## src/rtl/crossbar_slave_mem.sv

```systemverilog
// Crossbar slave responder: single-word read/write into a small memory with a fixed wait before ack.
// Optional CROSSBAR_SLAVE_ERR_EN adds the err output and out-of-range address checking.
module crossbar_slave_mem #(
    parameter int ADDR_W      = 4,
    parameter int WAIT_CYCLES = 1
) (
    input  logic        clk,
    input  logic        rst_n,
    input  logic        req,
    input  logic        cmd,
    input  logic [31:0] addr,
    input  logic [31:0] wdata,
    output logic        ack,
    output logic [31:0] rdata
`ifdef CROSSBAR_SLAVE_ERR_EN
    ,
    output logic        err
`endif
);

    typedef enum logic [1:0] {IDLE, WAIT, ACK, HOLD} state_t;

    localparam int          DEPTH     = 2 ** ADDR_W;
    localparam logic [3:0]  WAIT_INIT = 4'(WAIT_CYCLES);
    localparam logic [31:0] OOR_DATA  = 32'hDEADBEEF;

    state_t              state;
    logic [3:0]          cnt;
    logic                cmd_q;
    logic [ADDR_W-1:0]   idx_q;
    logic [31:0]         wdata_q;
    logic                oor_q;
    logic [31:0]         mem [DEPTH];

    logic                in_oor;
    logic                cur_cmd;
    logic [ADDR_W-1:0]   cur_idx;
    logic [31:0]         cur_wdata;
    logic                cur_oor;
    logic                enter_ack;
    logic                unused_addr;

    // Bit 31 is the crossbar's slave select; upper index bits only matter for the range check.
    assign unused_addr = ^addr[31:ADDR_W];

`ifdef CROSSBAR_SLAVE_ERR_EN
    assign in_oor = |addr[30:ADDR_W];
`else
    assign in_oor = 1'b0;
`endif

    // With WAIT_CYCLES=0 the capture edge is also the commit edge, so use the live inputs.
    always_comb begin
        cur_cmd   = cmd_q;
        cur_idx   = idx_q;
        cur_wdata = wdata_q;
        cur_oor   = oor_q;
        if (state == IDLE) begin
            cur_cmd   = cmd;
            cur_idx   = addr[ADDR_W-1:0];
            cur_wdata = wdata;
            cur_oor   = in_oor;
        end
        enter_ack = ((state == IDLE) && req && (WAIT_CYCLES == 0)) ||
                    ((state == WAIT) && (cnt == 4'd1));
    end

    always_ff @(posedge clk or negedge rst_n) begin
        if (!rst_n) begin
            state   <= IDLE;
            cnt     <= 4'd0;
            cmd_q   <= 1'b0;
            idx_q   <= '0;
            wdata_q <= 32'h0;
            oor_q   <= 1'b0;
            ack     <= 1'b0;
            rdata   <= 32'h0;
`ifdef CROSSBAR_SLAVE_ERR_EN
            err     <= 1'b0;
`endif
            for (int i = 0; i < DEPTH; i++) begin
                mem[i] <= 32'h0;
            end
        end else begin
            ack <= enter_ack;
`ifdef CROSSBAR_SLAVE_ERR_EN
            err <= enter_ack && cur_oor;
`endif
            if (enter_ack) begin
                if (cur_cmd) begin
                    if (!cur_oor) begin
                        mem[cur_idx] <= cur_wdata;
                    end
                end else begin
                    rdata <= cur_oor ? OOR_DATA : mem[cur_idx];
                end
            end

            case (state)
                IDLE: begin
                    if (req) begin
                        cmd_q   <= cmd;
                        idx_q   <= addr[ADDR_W-1:0];
                        wdata_q <= wdata;
                        oor_q   <= in_oor;
                        cnt     <= WAIT_INIT;
                        state   <= (WAIT_CYCLES == 0) ? ACK : WAIT;
                    end
                end
                WAIT: begin
                    cnt <= cnt - 4'd1;
                    if (cnt == 4'd1) begin
                        state <= ACK;
                    end
                end
                ACK: begin
                    state <= HOLD;
                end
                HOLD: begin
                    // Require a req-low gap so a held request is served only once.
                    if (!req) begin
                        state <= IDLE;
                    end
                end
                default: state <= IDLE;
            endcase
        end
    end

endmodule
```

## config.mk

```make
export PLATFORM = sky130hd
export DESIGN_NAME = crossbar_slave_mem
export DESIGN_NICKNAME = d
export VERILOG_FILES = /design/src/rtl/crossbar_slave_mem.sv
export SDC_FILE = /design/constraint.sdc
export NUM_CORES = 1
export LEC_CHECK = 0
export ABC_AREA = 1
export ABC_CLOCK_PERIOD_IN_PS = 3260
export BUFFER_PORTS_ARGS = -buffer_cell sky130_fd_sc_hd__buf_2
export CAP_MARGIN = 25
export CELL_PAD_IN_SITES_DETAIL_PLACEMENT = 0
export CELL_PAD_IN_SITES_GLOBAL_PLACEMENT = 2
export CORE_MARGIN = 2
export CORE_UTILIZATION = 23
export CTS_CLUSTER_SIZE = 20
export DETAILED_ROUTE_END_ITERATION = 8
export PLACE_DENSITY_LB_ADDON = 0.12
export SLEW_MARGIN = 15
export SYNTH_ARGS = -nofsm -noshare
export SYNTH_HDL_FRONTEND = slang
export SYNTH_SLANG_ARGS = --single-unit
```

## constraint.sdc

```tcl
create_clock -name clk -period 3.26 [get_ports clk]
set_input_delay 0.326 -clock clk [delete_from_list [all_inputs] [get_ports clk]]
set_output_delay 0.326 -clock clk [all_outputs]
set_load 0.05 [all_outputs]
```

==> results by group <==
Drt
  • 1st-pass router iterations: 5
  • DR iter-0 viols: 1115
  • DRT antenna net count: 0
  • Vias per cell: 4.31
  • Routed WL: 102 mm
  • DR vias: 22900
  • DR DRC count: 0
  • Wire per inst: 19.1 um

Synthesis
  • Cell area after synthesis: 27600 um2
  • Distinct cell type count of the synthesized netlist: 26
  • Post-synthesis sequential area ratio: 53.4%
  • Synthesized area per cell: 7.62 um2
  • #FFs+latches synth: 588
  • Yosys warns: 0
  • Syn Nets: 3691
  • Cells after Synth: 3617

Global route
  • Largest net degree at the start of global routing: 83
  • Initial antenna violation count: 0
  • Total GRT Usage: 16.9%
  • Number of global-route vias before repair: 23200
  • Global route total overflow: 0
  • Global-route wire length before repair: 155 mm

Critical path
  • WP data required: 3.74 ns
  • Crit Path Class: reg2reg
  • Crit end category: flop
  • Crit Path Max Fanout: 23
  • CP Launch Type: flop
  • WP data arrival: 3.30 ns

CTS
  • Clk slew on worst S/H paths: 0.06 ns
  • Clock root buffer: clkbuf_16
  • CTS tree: done
  • Num CTS Buffers: 76
  • Max Buffers Root-to-Sink: 3
  • H-tree depth: 3
  • Clk sinks: 588
  • Post_cts resized: 0
  • Clock latency at the later pin of the worst-skew pair: 0.63 ns

Cells and area
  • Area taken by multi-input logic gates: 11300 um2
  • Post-route cell area: 32900 um2
  • Nets: 3722
  • Layout cell share with drive strength beyond 1: 9.04%
  • Synth-to-layout area growth: 19.5%
  • # fillers: 13400
  • Reg area: 14700 um2

Timing
  • Final setup vio count: 0
  • Crit path time final: 2.82 ns
  • Max Fclk: 355 MHz
  • Max Slew Vio Count: 0
  • Final hold slack: 0.0854 ns
  • Worst Clk Skew: 0.0154 ns
  • Final hold vios: 0
  • RSZ-0062 raised after global routing: no
  • Final setup TNS: 0 ns
  • Period utilisation layout: 86.5%
  • Worst-margin pin slew: 0.970 ns
  • Slew HR: 35.3%

Outcome
  • Status: finished, final reports clean

Place
  • Final HPWL DP: 59.9 mm
  • Gpl congestion: 0.690
  • DP Area: 30300 um2
  • Port Buffer Count: 72

Power and ir drop
  • Total Power: 33400 uW
  • Leak Pwr: 0.0161 uW
  • PwrDens: 1010 nW/um2
  • Peak supply drop: 498 uV

Min path
  • Hold WC Path Type: in2reg

Run
  • # Max-Cap Violations: 0

Die
  • Die width: 350 um
  • # IOs: 101
  • Core ar.: 119000 um2
  • Starting Density: 23.1%
  • Cell Rows: 127
  • Die area: 123000 um2
  • Die H: 350 um
## placed cells by master, fill, tap and decap left out, drive strengths merged, types with 2 or more instances in the layout
cell type and instances:
nand2 1355, dfrtp 588, o21ai 396, nor2 353, a21oi 242, nand3 233, buf 184, inv 152
clkbuf 114, dlygate4sd3 37, o21a 21, clkinv 9, ha 6, diode 3, o22ai 2
## flip-flops by register name, indices dropped and copies added (netlist names)
name / count
idx_q: 4
wdata_q: 32
cmd_q: 1
state: 2
rdata: 32
ack: 1
cnt: 4
mem: 512
## logic make-up after synthesis
logic type | count (synthesis) | share of synthesized area, %
and+or+nand+nor | 1943 | 28.0
AOI/OAI and AO/OA | 661 | 12.2
buffers and inverters | 418 | 6.12
xor gates and xnor gates | 1 | 0.0318
DFF | 588 | 53.4
adders and majority gates | 6 | 0.272
## metal layers
metal	vias to the layer above	global-route usage, %	wire length, um
li1	11600	-	-
met3	99	2.13	2810
met5	-	0	0
met1	11000	24.9	52400
met2	237	26.3	44800
met4	0	3.61	1510
## repair_timing
action	CTS	global route
setup buffers	0	0
hold buffers	37	0
hold endpoints to repair	78	0
## synth_stat cells (all sizes together)
library cell  instances  area [um2]
a21oi               242        1210
buf                 110         528
clkbuf              158         596
dfrtp               588       14700
ha                    6        75.1
inv                 150         563
nand2              1355        5090
nand3               233        1190
nand4                 1        6.26
nor2                353        1410
nor3                  1        16.3
o21a                 21         158
o21ai               396        1990
o22ai                 2        12.5
xor2                  1        8.76
## path summary, 6_finish.rpt
| kind | from | end | slack (ns) | cells after the start |
|---|---|---|---|---|
| worst max-delay path | state[0] | mem[415] | 0.44 | 10 |
| worst max register to register | state[0] | mem[415] | 0.44 | 10 |
| min in group asynchronous | rst_n | wdata_q[28] | 0.24 | 2 |
| worst min register to register | mem[32] | mem[32] | 0.48 | 2 |
| max in group asynchronous | rst_n | mem[17] | 2.06 | 3 |
| worst min-delay path | addr[0] | idx_q[0] | 0.09 | 3 |
## through the flow
| stage | worst slack [ns] | utilization, % | std cells |
|---|---|---|---|
| finish | 0.441 | 27.6 | 5310 |
| global route | 0.240 | 27.6 | 5307 |
| CTS | 0.374 | 27.6 | 5307 |
| detailed placement | 0.405 | 25.3 | 5145 |
| global placement | 0.438 | 25.3 | 5145 |
| floorplan | 1.15 | - | 3617 |
## critical path, stage by stage, from the launching register on
cell     delay [ns]
dfrtp_1        0.40
inv_1          0.15
ha_4           0.36
nand2_1        0.15
o21ai_4        0.19
inv_6          0.05
nor2_1         0.43
nand3_4        0.44
buf_12         0.33
nand2_1        0.06
o21ai_0        0.08
## cell type report
cell class                      instances  area share (%)
Timing Repair Buffer                  221            6.09
Inverter                              150            1.72
Tap cell                             1612            6.12
Antenna cell                            3          0.0228
Clock inverter                         11           0.190
Clock buffer                          114            6.82
Sequential cell                       588            44.7
Multi-Input combinational cell       2611            34.4
## power by group
part | internal [uW] | switching [uW]
Combinational | 3820 | 11000
Clock | 4710 | 3360
Sequential | 9510 | 1030
Total | 18000 | 15300
(Power assumes the default switching activity.)
